### src/rtl/mem_monitor_if.sv
// Host-link, memory-port and CPU-control signals of the loader/monitor.
// master is the monitor side; slave is the link/memory/CPU side.
interface mem_monitor_if #(
  parameter int addr_width = 9
);
  logic [7:0]            rx_data;
  logic                  rx_valid;
  logic                  rx_ready;
  logic [7:0]            tx_data;
  logic                  tx_valid;
  logic                  tx_ready;
  logic [7:0]            mem_data_out;
  logic [7:0]            mem_data_in;
  logic [addr_width-1:0] mem_raddr;
  logic [addr_width-1:0] mem_waddr;
  logic                  mem_write;
  logic                  mem_sel;
  logic                  cpu_reset;
  logic                  cpu_halt;
  logic [addr_width-1:0] cpu_start_address;
  logic                  cpu_halted;

  modport master (
    input  rx_data, rx_valid, tx_ready, mem_data_out, cpu_halted,
    output rx_ready, tx_data, tx_valid, mem_data_in, mem_raddr, mem_waddr,
           mem_write, mem_sel, cpu_reset, cpu_halt, cpu_start_address
  );

  modport slave (
    output rx_data, rx_valid, tx_ready, mem_data_out, cpu_halted,
    input  rx_ready, tx_data, tx_valid, mem_data_in, mem_raddr, mem_waddr,
           mem_write, mem_sel, cpu_reset, cpu_halt, cpu_start_address
  );
endinterface

### src/rtl/mem_monitor.sv
// Byte-stream loader/monitor: writes and reads CPU memory while the CPU is
// held in reset, and starts/stops the CPU on host command.
module mem_monitor #(
  parameter int addr_width = 9
) (
  input  logic          clk,
  input  logic          reset_n,
  mem_monitor_if.master bus
);
  typedef enum logic [3:0] {
    S_IDLE, S_AH, S_AL, S_LEN, S_WDATA, S_WSET, S_WSTB,
    S_RADDR, S_RWAIT, S_RSAMP, S_TXW, S_REPLY, S_RUNRST, S_RUN
  } state_t;

  localparam logic [7:0] C_WRITE = 8'h57;
  localparam logic [7:0] C_READ  = 8'h52;
  localparam logic [7:0] C_EXEC  = 8'h58;
  localparam logic [7:0] C_STOP  = 8'h53;
  localparam logic [7:0] C_OK    = 8'h4B;
  localparam logic [7:0] C_HALT  = 8'h48;
  localparam logic [7:0] C_ERR   = 8'h3F;

  state_t                r_state, w_state_next;
  logic [7:0]            r_cmd, w_cmd_next;
  logic [7:0]            r_ah, w_ah_next;
  logic [addr_width-1:0] r_addr, w_addr_next;
  logic [8:0]            r_count, w_count_next;
  logic                  r_run_cnt, w_run_cnt_next;
  logic [7:0]            r_tx_data, w_tx_data_next;
  logic                  r_tx_valid, w_tx_valid_next;
  logic [7:0]            r_mem_data_in, w_mem_data_in_next;
  logic [addr_width-1:0] r_mem_raddr, w_mem_raddr_next;
  logic [addr_width-1:0] r_mem_waddr, w_mem_waddr_next;
  logic                  r_mem_write, w_mem_write_next;
  logic                  r_mem_sel, w_mem_sel_next;
  logic                  r_cpu_reset, w_cpu_reset_next;
  logic                  r_cpu_halt, w_cpu_halt_next;
  logic [addr_width-1:0] r_cpu_start, w_cpu_start_next;
  logic                  r_rx_ready, w_rx_ready_next;

  logic                  w_rx_fire;
  logic                  w_tx_fire;
  logic [addr_width-1:0] w_addr_in;

  assign w_rx_fire = bus.rx_valid & r_rx_ready;
  assign w_tx_fire = r_tx_valid & bus.tx_ready;
  assign w_addr_in = addr_width'({r_ah, bus.rx_data});

  always_ff @(posedge clk or negedge reset_n) begin
    if (!reset_n) begin
      r_state       <= S_IDLE;
      r_cmd         <= 8'h00;
      r_ah          <= 8'h00;
      r_addr        <= '0;
      r_count       <= 9'd0;
      r_run_cnt     <= 1'b0;
      r_tx_data     <= 8'h00;
      r_tx_valid    <= 1'b0;
      r_mem_data_in <= 8'h00;
      r_mem_raddr   <= '0;
      r_mem_waddr   <= '0;
      r_mem_write   <= 1'b0;
      r_mem_sel     <= 1'b1;
      r_cpu_reset   <= 1'b1;
      r_cpu_halt    <= 1'b0;
      r_cpu_start   <= '0;
      r_rx_ready    <= 1'b0;
    end else begin
      r_state       <= w_state_next;
      r_cmd         <= w_cmd_next;
      r_ah          <= w_ah_next;
      r_addr        <= w_addr_next;
      r_count       <= w_count_next;
      r_run_cnt     <= w_run_cnt_next;
      r_tx_data     <= w_tx_data_next;
      r_tx_valid    <= w_tx_valid_next;
      r_mem_data_in <= w_mem_data_in_next;
      r_mem_raddr   <= w_mem_raddr_next;
      r_mem_waddr   <= w_mem_waddr_next;
      r_mem_write   <= w_mem_write_next;
      r_mem_sel     <= w_mem_sel_next;
      r_cpu_reset   <= w_cpu_reset_next;
      r_cpu_halt    <= w_cpu_halt_next;
      r_cpu_start   <= w_cpu_start_next;
      r_rx_ready    <= w_rx_ready_next;
    end
  end

  always_comb begin
    w_state_next       = r_state;
    w_cmd_next         = r_cmd;
    w_ah_next          = r_ah;
    w_addr_next        = r_addr;
    w_count_next       = r_count;
    w_run_cnt_next     = r_run_cnt;
    w_tx_data_next     = r_tx_data;
    w_tx_valid_next    = r_tx_valid;
    w_mem_data_in_next = r_mem_data_in;
    w_mem_raddr_next   = r_mem_raddr;
    w_mem_waddr_next   = r_mem_waddr;
    w_mem_write_next   = 1'b0;
    w_mem_sel_next     = r_mem_sel;
    w_cpu_reset_next   = r_cpu_reset;
    w_cpu_halt_next    = r_cpu_halt;
    w_cpu_start_next   = r_cpu_start;

    case (r_state)
      S_IDLE: begin
        if (w_rx_fire) begin
          w_cmd_next = bus.rx_data;
          if (bus.rx_data == C_WRITE || bus.rx_data == C_READ || bus.rx_data == C_EXEC) begin
            w_state_next = S_AH;
          end else begin
            w_tx_data_next  = C_ERR;
            w_tx_valid_next = 1'b1;
            w_state_next    = S_REPLY;
          end
        end
      end
      S_AH: begin
        if (w_rx_fire) begin
          w_ah_next    = bus.rx_data;
          w_state_next = S_AL;
        end
      end
      S_AL: begin
        if (w_rx_fire) begin
          w_addr_next = w_addr_in;
          if (r_cmd == C_EXEC) begin
            w_cpu_start_next = w_addr_in;
            w_run_cnt_next   = 1'b0;
            w_state_next     = S_RUNRST;
          end else begin
            w_state_next = S_LEN;
          end
        end
      end
      S_LEN: begin
        if (w_rx_fire) begin
          // A zero length byte stands for a full 256-byte block.
          w_count_next = (bus.rx_data == 8'h00) ? 9'd256 : {1'b0, bus.rx_data};
          w_state_next = (r_cmd == C_WRITE) ? S_WDATA : S_RADDR;
        end
      end
      S_WDATA: begin
        if (w_rx_fire) begin
          w_mem_waddr_next   = r_addr;
          w_mem_data_in_next = bus.rx_data;
          w_addr_next        = r_addr + 1'b1;
          w_state_next       = S_WSET;
        end
      end
      S_WSET: begin
        w_mem_write_next = 1'b1;
        w_state_next     = S_WSTB;
      end
      S_WSTB: begin
        w_count_next = r_count - 9'd1;
        if (r_count == 9'd1) begin
          w_tx_data_next  = C_OK;
          w_tx_valid_next = 1'b1;
          w_state_next    = S_REPLY;
        end else begin
          w_state_next = S_WDATA;
        end
      end
      S_RADDR: begin
        w_mem_raddr_next = r_addr;
        w_addr_next      = r_addr + 1'b1;
        w_state_next     = S_RWAIT;
      end
      S_RWAIT: w_state_next = S_RSAMP;
      S_RSAMP: begin
        // Memory data for the address issued two edges ago is valid now.
        w_tx_data_next  = bus.mem_data_out;
        w_tx_valid_next = 1'b1;
        w_state_next    = S_TXW;
      end
      S_TXW: begin
        if (w_tx_fire) begin
          w_tx_valid_next = 1'b0;
          w_count_next    = r_count - 9'd1;
          w_state_next    = (r_count == 9'd1) ? S_IDLE : S_RADDR;
        end
      end
      S_REPLY: begin
        if (w_tx_fire) begin
          w_tx_valid_next = 1'b0;
          w_state_next    = S_IDLE;
        end
      end
      S_RUNRST: begin
        if (r_run_cnt) begin
          w_cpu_reset_next = 1'b0;
          w_mem_sel_next   = 1'b0;
          w_state_next     = S_RUN;
        end else begin
          w_run_cnt_next = 1'b1;
        end
      end
      S_RUN: begin
        // Halted takes priority; a stop byte arriving in the same cycle is dropped.
        if (bus.cpu_halted) begin
          w_cpu_reset_next = 1'b1;
          w_cpu_halt_next  = 1'b0;
          w_mem_sel_next   = 1'b1;
          w_tx_data_next   = C_HALT;
          w_tx_valid_next  = 1'b1;
          w_state_next     = S_REPLY;
        end else if (w_rx_fire && bus.rx_data == C_STOP) begin
          w_cpu_halt_next = 1'b1;
        end
      end
      default: w_state_next = S_IDLE;
    endcase

    w_rx_ready_next = (w_state_next inside {S_IDLE, S_AH, S_AL, S_LEN, S_WDATA, S_RUN});
  end

  assign bus.rx_ready          = r_rx_ready;
  assign bus.tx_data           = r_tx_data;
  assign bus.tx_valid          = r_tx_valid;
  assign bus.mem_data_in       = r_mem_data_in;
  assign bus.mem_raddr         = r_mem_raddr;
  assign bus.mem_waddr         = r_mem_waddr;
  assign bus.mem_write         = r_mem_write;
  assign bus.mem_sel           = r_mem_sel;
  assign bus.cpu_reset         = r_cpu_reset;
  assign bus.cpu_halt          = r_cpu_halt;
  assign bus.cpu_start_address = r_cpu_start;
endmodule

### src/flat_wrapper.sv
// flat-port wrapper written by rule: the top's interface ports become plain ports
module mem_monitor_flat 
#(
  parameter int addr_width = 9
)
  (clk, reset_n, bus_rx_data, bus_rx_valid, bus_tx_ready, bus_mem_data_out, bus_cpu_halted, bus_rx_ready, bus_tx_data, bus_tx_valid, bus_mem_data_in, bus_mem_raddr, bus_mem_waddr, bus_mem_write, bus_mem_sel, bus_cpu_reset, bus_cpu_halt, bus_cpu_start_address);
  mem_monitor_if #(.addr_width(addr_width)) bus_i ();
  input  logic clk;
  input  logic reset_n;
  input wire logic [$bits(bus_i.rx_data)-1:0] bus_rx_data;
  input wire logic [$bits(bus_i.rx_valid)-1:0] bus_rx_valid;
  input wire logic [$bits(bus_i.tx_ready)-1:0] bus_tx_ready;
  input wire logic [$bits(bus_i.mem_data_out)-1:0] bus_mem_data_out;
  input wire logic [$bits(bus_i.cpu_halted)-1:0] bus_cpu_halted;
  output wire logic [$bits(bus_i.rx_ready)-1:0] bus_rx_ready;
  output wire logic [$bits(bus_i.tx_data)-1:0] bus_tx_data;
  output wire logic [$bits(bus_i.tx_valid)-1:0] bus_tx_valid;
  output wire logic [$bits(bus_i.mem_data_in)-1:0] bus_mem_data_in;
  output wire logic [$bits(bus_i.mem_raddr)-1:0] bus_mem_raddr;
  output wire logic [$bits(bus_i.mem_waddr)-1:0] bus_mem_waddr;
  output wire logic [$bits(bus_i.mem_write)-1:0] bus_mem_write;
  output wire logic [$bits(bus_i.mem_sel)-1:0] bus_mem_sel;
  output wire logic [$bits(bus_i.cpu_reset)-1:0] bus_cpu_reset;
  output wire logic [$bits(bus_i.cpu_halt)-1:0] bus_cpu_halt;
  output wire logic [$bits(bus_i.cpu_start_address)-1:0] bus_cpu_start_address;
  assign bus_i.rx_data = bus_rx_data;
  assign bus_i.rx_valid = bus_rx_valid;
  assign bus_i.tx_ready = bus_tx_ready;
  assign bus_i.mem_data_out = bus_mem_data_out;
  assign bus_i.cpu_halted = bus_cpu_halted;
  assign bus_rx_ready = bus_i.rx_ready;
  assign bus_tx_data = bus_i.tx_data;
  assign bus_tx_valid = bus_i.tx_valid;
  assign bus_mem_data_in = bus_i.mem_data_in;
  assign bus_mem_raddr = bus_i.mem_raddr;
  assign bus_mem_waddr = bus_i.mem_waddr;
  assign bus_mem_write = bus_i.mem_write;
  assign bus_mem_sel = bus_i.mem_sel;
  assign bus_cpu_reset = bus_i.cpu_reset;
  assign bus_cpu_halt = bus_i.cpu_halt;
  assign bus_cpu_start_address = bus_i.cpu_start_address;
  mem_monitor #(.addr_width(addr_width)) u_core (.clk(clk), .reset_n(reset_n), .bus(bus_i));
endmodule
### config.mk
export PLATFORM = sky130hd
export DESIGN_NAME = mem_monitor_flat
export DESIGN_NICKNAME = d
export VERILOG_FILES = /design/src/rtl/mem_monitor_if.sv /design/src/rtl/mem_monitor.sv /design/src/flat_wrapper.sv
export SDC_FILE = /design/constraint.sdc
export NUM_CORES = 1
export LEC_CHECK = 0
export ABC_AREA = 1
export CORE_ASPECT_RATIO = 1.5
export CORE_MARGIN = 2
export CORE_UTILIZATION = 54
export DETAILED_ROUTE_END_ITERATION = 7
export DONT_BUFFER_PORTS = 1
export GPL_ROUTABILITY_DRIVEN = 0
export GPL_TIMING_DRIVEN = 0
export PLACE_DENSITY = 0.7
export SLEW_MARGIN = 10
export SYNTH_ARGS = -nofsm -noshare
export SYNTH_HDL_FRONTEND = slang
export SYNTH_SLANG_ARGS = --single-unit
### constraint.sdc
create_clock -name clk -period 1.9 [get_ports clk]
set_input_delay 0.19 -clock clk [delete_from_list [all_inputs] [get_ports clk]]
set_output_delay 0.19 -clock clk [all_outputs]
set_load 0.02 [all_outputs]
* Word level (Yosys, flattened, before mapping)
Cells that the tools add are included.
Word-level totals: register bits after elaboration 80, logic and storage cells 123
Cells by class: reduce and logical (&&, ||, !) cells 26, add/subtract/negate cells 2, bitwise operators 2, mux-type cells 41, equal/unequal tests 36
Operator list (count):
- $pmux W4 S14 | 1
- $pmux W9 S3 | 2
- $eq A8 B7 Y1 const B | 6
- $mux W4 | 12
- $mux W9 | 5
- $mux W8 | 4
- $pmux W8 S4 | 1
- $eq A4 B4 Y1 const B | 7
- $eq A4 B3 Y1 const B | 5
- $ne A2 B1 Y1 const B | 9
- $eq A4 B2 Y1 const B | 4
- $reduce_and A3 Y1 | 5
- $mux W1 | 11
- $add A9 B1 Y9 const B | 1
- $eq A9 B1 Y1 const B | 1
- $sub A9 B1 Y9 const B | 1
- $eq A4 B1 Y1 const B | 2
- $logic_not A4 Y1 | 2
- $logic_not A8 Y1 | 1
- $reduce_and A2 Y1 | 4
- $reduce_and A6 Y1 | 1
- $reduce_bool A2 Y1 | 3
- $reduce_bool A3 Y1 | 2
- $reduce_bool A6 Y1 | 1
- other kinds (12) | 16

* Logic depth before layout (Yosys ltp)
Gate-level depths: netlist (run 1).
depth in word-level cells 8, depth in mapped cells 13

* Worst setup path before layout (run 1)
Ideal clock, no wire load.
path type flip-flop to flip-flop, start reg u_core.r_rx_ready (netlist: u_core.bus.rx_ready), end reg u_core.r_addr[6], data arrival time 1398 ps, buffers on the path 0, setup slack 383 ps, cell stages (with the launch flop) 8, path through dfrtp_1 > nand2_2 > inv_4 > nand4_2 > o211ai_4 > o21ai_0 > a21oi_1 > nor2_1
Between the ends: longest elaborated chain between the ends 3, elaborated cells between the ends (all ways) 4, classes of those cells 2 x eq/ne; 1 x bitwise; 1 x reduce/logical
RTL lines:
- start: declaration | RTL line mem_monitor.sv:39 | logic r_rx_ready, w_rx_ready_next;
- start signal: assignment | RTL line mem_monitor.sv:85 | r_rx_ready <= w_rx_ready_next;
- $and A1 B1 Y1 (*) | RTL line mem_monitor.sv:45 | assign w_rx_fire = bus.rx_valid & r_rx_ready;
- $ne A2 B1 Y1 (no source line)
- $reduce_and A3 Y1 (no source line) (*)
- end signal: assignment | RTL line mem_monitor.sv:72 | r_addr <= w_addr_next;
- end: declaration | RTL line mem_monitor.sv:26 | logic [addr_width-1:0] r_addr, w_addr_next;
Every way passes the cells marked *; elsewhere a longest branch is shown, timed or not. A chain may end at the register's enable or synchronous reset.

* Worst setup path in the final report (run 1)
Same ends and word-level chain as after synthesis.

==> impl_metrics.toml, run 1 <==
[synthesis]
synthesis.area_um2 = 4130
syn-num-nets = 522
yosysWarnings = 0
synth_cell_types = 42
synthCells = 498
synth-seq-cells = 80
avgSynthCellArea_um2 = 8.30
synth_edf_count = 0
async_flop_share_pct = 100
yosys_most_used_dff = "dfrtp_1"
ys_seq_area_share_pct = 48.5

[worst_setup_path]
crit_arrival_ns = 1.97
start_kind = "flop"
crit_path_end_kind = "flop"
cp_max_fo = 10
cp.required_ns = 2.13
crit_type = "reg -> reg"
reg2reg_slack_ns = 0.16

[worst_hold_path]
hold_class = "in -> async"

[route]
routedWlPerCell_um = 15.9
wirelength_um = 9820
drt_iter0_drc = 234
vias = 3351
first_pass_iters = 5
drc = 0
via_per_inst = 5.43
ant_nets = 0

[final_layout]
area_growth_pct = 11.1
fin_nets = 534
mostFrequentLayoutCells = "nand2_1 (141), dfrtp_1 (79), o21ai_0 (70)"
finalInstanceArea_um2 = 4590
final_common_cell = "nand2_1"
drive_gt1_share_pct = 12.0
antennaDiodeCount = 0
nFillCells = 707

[power]
ir_drop_uv = 1020
p_leak_nw = 2.24
power.density_nw_per_um2 = 1780

[global_route]
grt_pass1_vias = 3344
grtUsageTotal_pct = 25.3
grt_antenna_before_repair = 0
grt_overflow_total = 0
grt_start_max_net_pins = 81
grt_pass1_wl_um = 16000

[cts]
cts_buffers = 9
cts_setup_buffers = 0
clock_latency_ns = 0.34
clock_path_buffers = 2
cts_tree = "yes"
cts.sinks = 80
htree_num_levels = 3
root_buffer = "clkbuf_16"
ctsHoldBuffers = 1
clkTransAtPathRegs_ns = 0.06

[place]
io_buffers = 0
place_area_um2 = 4260
dpl.hpwl_um = 7120

[die]
die_area_um2 = 8390
start_util_pct = 55.0
die_w_um = 75.4
coreArea_um2 = 7510
placementRows = 39
die_y_um = 111
ioPinCount = 70

[timing]
min_period_ns = 1.74
setup-tns-final_ns = 0
slew_viol_final = 0
relSlewSlack_pct = 69.5
hold_violations = 80
fin_crit_sh_pct = 91.5
clock_skew_ns = 0.00736
finalSetupViolCount = 0
rsz0062_at_grt = "false"
holdWs_ns = -0.456
worst_pin_slew_ns = 0.458
max_freq_mhz = 575

[status]
status = "finished, violations left"
violations = "hold timing"

[run]
drv_cap = 0
-- layer usage --
metal | wire length (um) | track usage [%] | vias to the layer above
met5 | 0 | 0 | -
met4 | 199 | 10.8 | 0
met3 | 583 | 8.00 | 17
met2 | 5220 | 43.4 | 92
met1 | 3820 | 27.6 | 1588
li1 | - | - | 1654
-- critical path, cell delays in order (launching register included) --
cell and delay, ns:
dfrtp_1 0.46, nand2_2 0.20, inv_4 0.18, nand4_4 0.19
o211ai_4 0.21, o21ai_0 0.16, a21oi_1 0.17, nor2_1 0.05
-- cell families (layout without fill, tap and decap cells) --
kind of cell    count (synthesis)  in the layout  share of synthesized area, %
simple gates                  229            229                          25.8
compound gates                109            109                          15.7
flops                          80             80                          48.5
buf+inv                        71             88                          7.87
xor+xnor                        6              6                          1.27
fa+ha+maj                       3              3                         0.908
-- state kept, by name, summed over array words and instances, names as in the netlist --
name / cells
u_core.bus.cpu_start_address: 9
u_core.bus.rx_ready: 1
u_core.r_state: 4
u_core.bus.tx_valid: 1
u_core.bus.mem_write: 1
u_core.r_ah: 1
u_core.r_cmd: 8
u_core.r_count: 9
u_core.r_run_cnt: 1
u_core.r_addr: 9
u_core.bus.mem_waddr: 9
u_core.bus.tx_data: 8
u_core.bus.mem_raddr: 9
u_core.bus.cpu_halt: 1
u_core.bus.mem_data_in: 8
u_core.bus.mem_sel: 1
-- worst paths after layout --
path	end	start	cells after the start
max in group asynchronous	u_core.bus.mem_sel$_DFFE_PN1P_	reset_n	0
worst max-delay path	u_core.r_addr[6]$_DFFE_PN0P_	u_core.bus.rx_ready$_DFF_PN0_	7
worst max register to register	u_core.r_addr[6]$_DFFE_PN0P_	u_core.bus.rx_ready$_DFF_PN0_	7
min in group clk	u_core.r_addr[3]$_DFFE_PN0P_	bus_rx_data[3]	2
worst min register to register	u_core.r_cmd[5]$_DFFE_PN0P_	u_core.r_cmd[5]$_DFFE_PN0P_	2
worst min-delay path	u_core.r_addr[1]$_DFFE_PN0P_	reset_n	0
-- power breakdown --
part	internal, mW	switching, mW	leakage [nW]
sequential	2.41	0.974	1.01
clock	1.15	0.671	0.150
combinational	1.06	1.91	1.08
-- cell usage after synthesis (all sizes together), types with 3 or more instances --
cell type,count,area (um2)
nand3,26,140
o211ai,9,81.3
o21a,4,30.0
dfrtp,79,1980
inv,55,211
buf,10,86.3
o21ai,77,400
ha,3,37.5
nand4,6,50.0
xor2,6,52.6
nor3,8,40.0
clkbuf,5,18.8
a21oi,11,81.3
nand2,147,582
nor2,40,239
-- area by class of cell --
cell class                      instances  area (um2)  share of cell area [%]
Timing Repair Buffer                    1        10.0                   0.218
Inverter                               56         220                    4.79
Sequential cell                        80        2000                    43.6
Clock inverter                          5        81.3                    1.77
Tap cell                              102         128                    2.78
Clock buffer                           11         233                    5.07
Buffer                                 15         105                    2.29
Multi-Input combinational cell        347        1810                    39.5
-- per-stage QoR --
stage          utilization (%)  setup slack, ns  hold WS [ns]  total power, mW  cells
6_report                  61.1            0.161        -0.456             8.18    617
5_1_grt                   61.1          0.00432        -0.474             8.78    617
4_1_cts                   61.0           0.0603        -0.465             8.21    617
3_5_place_dp              56.7           0.0746        -0.104             6.36    600
3_3_place_gp              56.7            0.115        -0.104             6.25    600
2_1_floorplan                -            0.383        -0.106             5.68    498
-- repair_timing --
item	in CTS	in global routing
setup endpoints to repair	0	19
gates resized for setup	0	1
hold endpoints to repair	81	80
Note: power is estimated with default switching activity, not from simulation.
==> run 2: changes to the inputs <==
--- a/config.mk
+++ b/config.mk
@@ -8,3 +8,3 @@
 export ABC_AREA = 1
-export CORE_ASPECT_RATIO = 1.5
+export CORE_ASPECT_RATIO = 2
 export CORE_MARGIN = 2
--- a/constraint.sdc
+++ b/constraint.sdc
@@ -3,2 +3,2 @@
 set_output_delay 0.19 -clock clk [all_outputs]
-set_load 0.02 [all_outputs]
+set_load 0.005 [all_outputs]
==> impl_metrics.toml, run 2 (synthesis gave the netlist of run 1 again) <==
[global_route]
grt_overflow_total = 0
met2_usage_pct = 38.9
grt_start_max_net_pins = 81
grtUsageTotal_pct = 25.0
grt_antenna_before_repair = 0
top_usage_layer = "met2"
grt_util_met1_pct = 33.9
grt_use_met3_pct = 6.23
grt_pass1_wl_um = 15900
grt_pass1_vias = 3122

[worst_hold_path]
hold_class = "in -> async"

[final_layout]
final_common_cell = "nand2_1"
stdcell_count = 609
nFillCells = 666
mostFrequentLayoutCells = "nand2_1 (141), dfrtp_1 (79), o21ai_0 (70)"
fin_nets = 534
antennaDiodeCount = 0
area_growth_pct = 10.1
drive_gt1_share_pct = 12.6

[worst_setup_path]
cp_slowest_stage_delay_ns = 0.36
cp_max_fo = 7
cp.required_ns = 2.11
start_kind = "flop"
crit_arrival_ns = 1.97
crit_path_end_kind = "flop"
crit_chain = "inv_1 -> ha_1 -> nand2_1 -> nor2_2 -> nand2_1 -> nand2_1 -> nand2_2 -> a21oi_4 -> o21ai_4 -> nand2_1 -> o21ai_0"
cp_slowest_cell = "dfrtp_1"
crit_top_cell = "nand2_1"
cp_top_family = "simple AND/OR/NAND/NOR gates"
crit_buf_inv = 1
crit_type = "reg -> reg"

[timing]
holdWs_ns = -0.466
hold_violations = 80
clock_skew_ns = 0.00782
min_period_ns = 1.76
fin_crit_sh_pct = 92.4
rsz0062_at_grt = "false"
finalSetupViolCount = 0
setup-tns-final_ns = 0
slew_viol_final = 0
setup_slack_ns = 0.144
max_freq_mhz = 570
worst_pin_slew_ns = 0.462
relSlewSlack_pct = 68.9

[route]
drt_iter0_drc = 269
vias = 3291
ant_nets = 0
via_per_inst = 5.40
drc = 0
wirelength_um = 9630
routedWlPerCell_um = 15.8
first_pass_iters = 4

[power]
power.density_nw_per_um2 = 1650
p_leak_nw = 2.22
ir_drop_uv = 839

[die]
die_y_um = 128
die_w_um = 65.9
placementRows = 45
start_util_pct = 55.2
ioPinCount = 70
die_area_um2 = 8410
coreArea_um2 = 7490

[cts]
cts_buffers = 9
cts_tree = "yes"
clkTransAtPathRegs_ns = 0.06
ctsHoldBuffers = 1
cts_setup_buffers = 0
htree_num_levels = 3
cts.sinks = 80
root_buffer = "clkbuf_16"
clock_latency_ns = 0.34
clock_path_buffers = 2

[place]
dpl.hpwl_um = 6990
io_buffers = 0
placed_cells = 592
pre_cts_ws_ns = 0.124

[status]
violations = "hold timing"
status = "finished, violations left"

[run]
drv_cap = 0
[run 2: cell types whose count changed in the layout (fill, tap and decap cells not counted), sizes merged]
cell    delta
clkbuf     -2
inv        +3
bufinv     -2
clkinv     +1
[run 2: power by group]
part	internal [mW]	switching (mW)
Sequential	2.42	0.542
Combinational	1.06	1.89
Clock	0.895	0.723
Total	4.37	3.16
[run 2: what timing repair did]
action	CTS	global route
resized for setup	0	2
endpoints found under the hold margin	81	80
endpoints found under the setup margin	0	4
[run 2: through the flow]
step | hold slack, ns | utilization, % | area [um2] | power [mW]
6_report | -0.466 | 60.8 | 4550 | 7.53
5_1_grt | -0.472 | 60.8 | 4550 | 8.15
4_1_cts | -0.473 | 60.6 | 4540 | 7.56
3_5_place_dp | -0.103 | 56.8 | 4250 | 5.92
3_3_place_gp | -0.104 | 56.8 | 4250 | 5.85
2_1_floorplan | -0.106 | - | 4130 | 5.25
[run 2: area by class of cell]
type                            count  area, um2  area share, %
Sequential cell                    80       2000           44.0
Multi-Input combinational cell    347       1820           39.9
Tap cell                           94        118           2.58
Inverter                           56        220           4.84
Timing Repair Buffer                1       10.0          0.220
Clock buffer                        9        225           4.95
Buffer                             15        105           2.31
Clock inverter                      7       52.6           1.15
[run 2: final timing paths]
check / from / end / slack, ns / depth (start not counted)
max: u_core.r_count[1]$_DFFE_PN0P_ / u_core.bus.tx_data[6]$_DFFE_PN0P_ / 0.14 / 11
min: reset_n / u_core.bus.mem_waddr[3]$_DFFE_PN0P_ / -0.47 / 0
max reg2reg: u_core.r_count[1]$_DFFE_PN0P_ / u_core.bus.tx_data[6]$_DFFE_PN0P_ / 0.14 / 11
min reg2reg: u_core.r_run_cnt$_DFFE_PN0P_ / u_core.r_run_cnt$_DFFE_PN0P_ / 0.48 / 2
max in group asynchronous: reset_n / u_core.bus.mem_sel$_DFFE_PN1P_ / 2.15 / 0
min in group clk: bus_mem_data_out[3] / u_core.bus.tx_data[3]$_DFFE_PN0P_ / 0.01 / 2
[run 2: layer usage]
| metal | part of all wire (%) | vias to the layer above |
|---|---|---|
| li1 | - | 1653 |
| met4 | 1.8 | 0 |
| met3 | 5.8 | 14 |
| met5 | 0 | - |
| met1 | 44 | 1542 |
| met2 | 49 | 82 |
[run 2: worst reg2reg max path, delay by kind of cell, from the launching register on]
kind | cells | cell delay [ns]
AO/OA/AOI/OAI | 3 | 0.43
adder cells (fa/ha/maj) | 1 | 0.17
buffers and inverters | 1 | 0.11
flip-flops | 1 | 0.36
AND/OR/NAND/NOR | 6 | 0.56
==> run 3: changes to the inputs <==
Settings changed: CAP_MARGIN set to 20, CORE_UTILIZATION 54 to 59, PLACE_DENSITY 0.7 to 0.76.
Clock period 1.9 ns to 2.2 ns, I/O delays scaled along.
==> impl_metrics.toml, run 3 (synthesis gave the netlist of run 1 again) <==
[status]
status = "completed"

[worst_setup_path]
cp_slowest_cell = "dfrtp_1"
start_kind = "flop"
crit_path_end_kind = "flop"
crit_chain = "inv_1 -> ha_1 -> nand2_1 -> nor2_2 -> nand2_1 -> nand2_1 -> nand2_2 -> a21oi_4 -> o21ai_4 -> nand2_1 -> o21ai_0"
crit_top_cell = "nand2_1"
crit_type = "reg -> reg"
cp_max_fo = 7
crit_arrival_ns = 2.01
ff2ff_path_depth = 11
cp_slowest_stage_delay_ns = 0.36
cp.required_ns = 2.43

[route]
drc = 0
ant_nets = 0
routedWlPerCell_um = 16.2
via_per_inst = 5.64
vias = 3420
drt_iter0_drc = 263
first_pass_iters = 4
wirelength_um = 9810

[die]
ioPinCount = 70
placementRows = 43
die_y_um = 122
die_area_um2 = 7730
coreArea_um2 = 6890
start_util_pct = 60.0
die_w_um = 63.2

[global_route]
grt_start_max_net_pins = 81
grt_overflow_total = 0
grt_pass1_wl_um = 16100
grt_antenna_before_repair = 0
grt_pass1_vias = 3454
grtUsageTotal_pct = 27.2

[place]
dpl.hpwl_um = 7260
place_area_um2 = 4250
placed_cells = 588
io_buffers = 0
pre_cts_ws_ns = 0.413

[cts]
cts_tree = "yes"
clock_path_buffers = 2
cts_resized = 0
root_buffer = "clkbuf_16"
cts_setup_buffers = 0
htree_num_levels = 3
clkTransAtPathRegs_ns = 0.06
cts.sinks = 80
clock_latency_ns = 0.35
cts_buffers = 9

[timing]
rsz0062_at_grt = "false"
fin_crit_sh_pct = 81.0
min_period_ns = 1.78
worst_pin_slew_ns = 0.455
setup_slack_ns = 0.417
hold_violations = 0
clock_skew_ns = 0.00612
max_freq_mhz = 561
setup-tns-final_ns = 0
slew_viol_final = 0
relSlewSlack_pct = 69.7
finalSetupViolCount = 0

[final_layout]
antennaDiodeCount = 0
mostFrequentLayoutCells = "nand2_1 (141), dfrtp_1 (79), o21ai_0 (70)"
final_common_cell = "nand2_1"
finalInstanceArea_um2 = 4610
fin_nets = 535
final_util_pct = 67.0
nFillCells = 609
stdcell_count = 606
drive_gt1_share_pct = 12.6
area_growth_pct = 11.6

[power]
power.density_nw_per_um2 = 1470
ir_drop_uv = 951
p_leak_nw = 2.25

[worst_hold_path]
hold_class = "in -> reg"
hold_path_depth = 2

[run]
drv_cap = 0
run 3: changes by cell type in the layout (fill, tap and decap cells not counted), moves of 2 or more:
cell | previous run | this run
clkinvlp_4 | 1 | 3
clkinv_2 | 2 | 0
inv_6 | 3 | 1
bufinv_16 | 0 | 2
run 3: layout make-up:
class / instances / area, um2 / share of cell area [%]
Buffer: 15 / 105 / 2.28
Clock buffer: 10 / 239 / 5.18
Clock inverter: 6 / 91.3 / 1.98
Inverter: 56 / 220 / 4.77
Multi-Input combinational cell: 347 / 1810 / 39.1
Sequential cell: 80 / 2000 / 43.4
Tap cell: 90 / 113 / 2.44
Timing Repair Buffer: 2 / 37.5 / 0.813
run 3: path summary, 6_finish.rpt:
kind / start / to / slack [ns]
setup / recovery: u_core.r_count[1]$_DFFE_PN0P_ / u_core.bus.tx_data[6]$_DFFE_PN0P_ / 0.42
setup reg to reg: u_core.r_count[1]$_DFFE_PN0P_ / u_core.bus.tx_data[6]$_DFFE_PN0P_ / 0.42
min in group asynchronous: reset_n / u_core.bus.mem_data_in[2]$_DFFE_PN0P_ / 0.43
hold / removal: bus_mem_data_out[7] / u_core.bus.tx_data[7]$_DFFE_PN0P_ / 0.02
max in group asynchronous: reset_n / u_core.bus.mem_sel$_DFFE_PN1P_ / 1.43
hold reg to reg: u_core.r_run_cnt$_DFFE_PN0P_ / u_core.r_run_cnt$_DFFE_PN0P_ / 0.48
run 3: power breakdown:
part | switching [mW] | internal, mW
sequential | 0.468 | 2.09
combinational | 1.67 | 0.920
clock | 0.615 | 1.03
total | 2.75 | 4.03
run 3: what timing repair did:
action / 4_1_cts / 5_1_grt
hold buffers: 2 / 0
setup endpoints to repair: 0 / 0
hold endpoints to repair: 80 / 0
run 3: metrics by stage:
step / hold WS (ns) / total power, mW
floorplan: -0.0756 / 4.54
global placement: -0.0732 / 5.03
detailed placement: -0.0733 / 5.12
CTS: 0.0158 / 6.81
global route: 0.0182 / 7.27
finish: 0.0225 / 6.78
run 3: layer usage:
| layer | vias to the layer above | wire length [um] | global-route usage, % |
|---|---|---|---|
| met2 | 104 | 5380 | 49.4 |
| met4 | 0 | 341 | 15.5 |
| met1 | 1643 | 3490 | 28.3 |
| met5 | - | 0 | 0 |
| met3 | 24 | 600 | 6.23 |
| li1 | 1649 | - | - |
run 3: worst max-delay path, delay by kind of cell, from the launching register on:
| family | cells | cell delay [ns] |
|---|---|---|
| simple gates | 6 | 0.59 |
| fa+ha+maj | 1 | 0.17 |
| flops | 1 | 0.36 |
| compound gates | 3 | 0.43 |
| buf+inv | 1 | 0.11 |
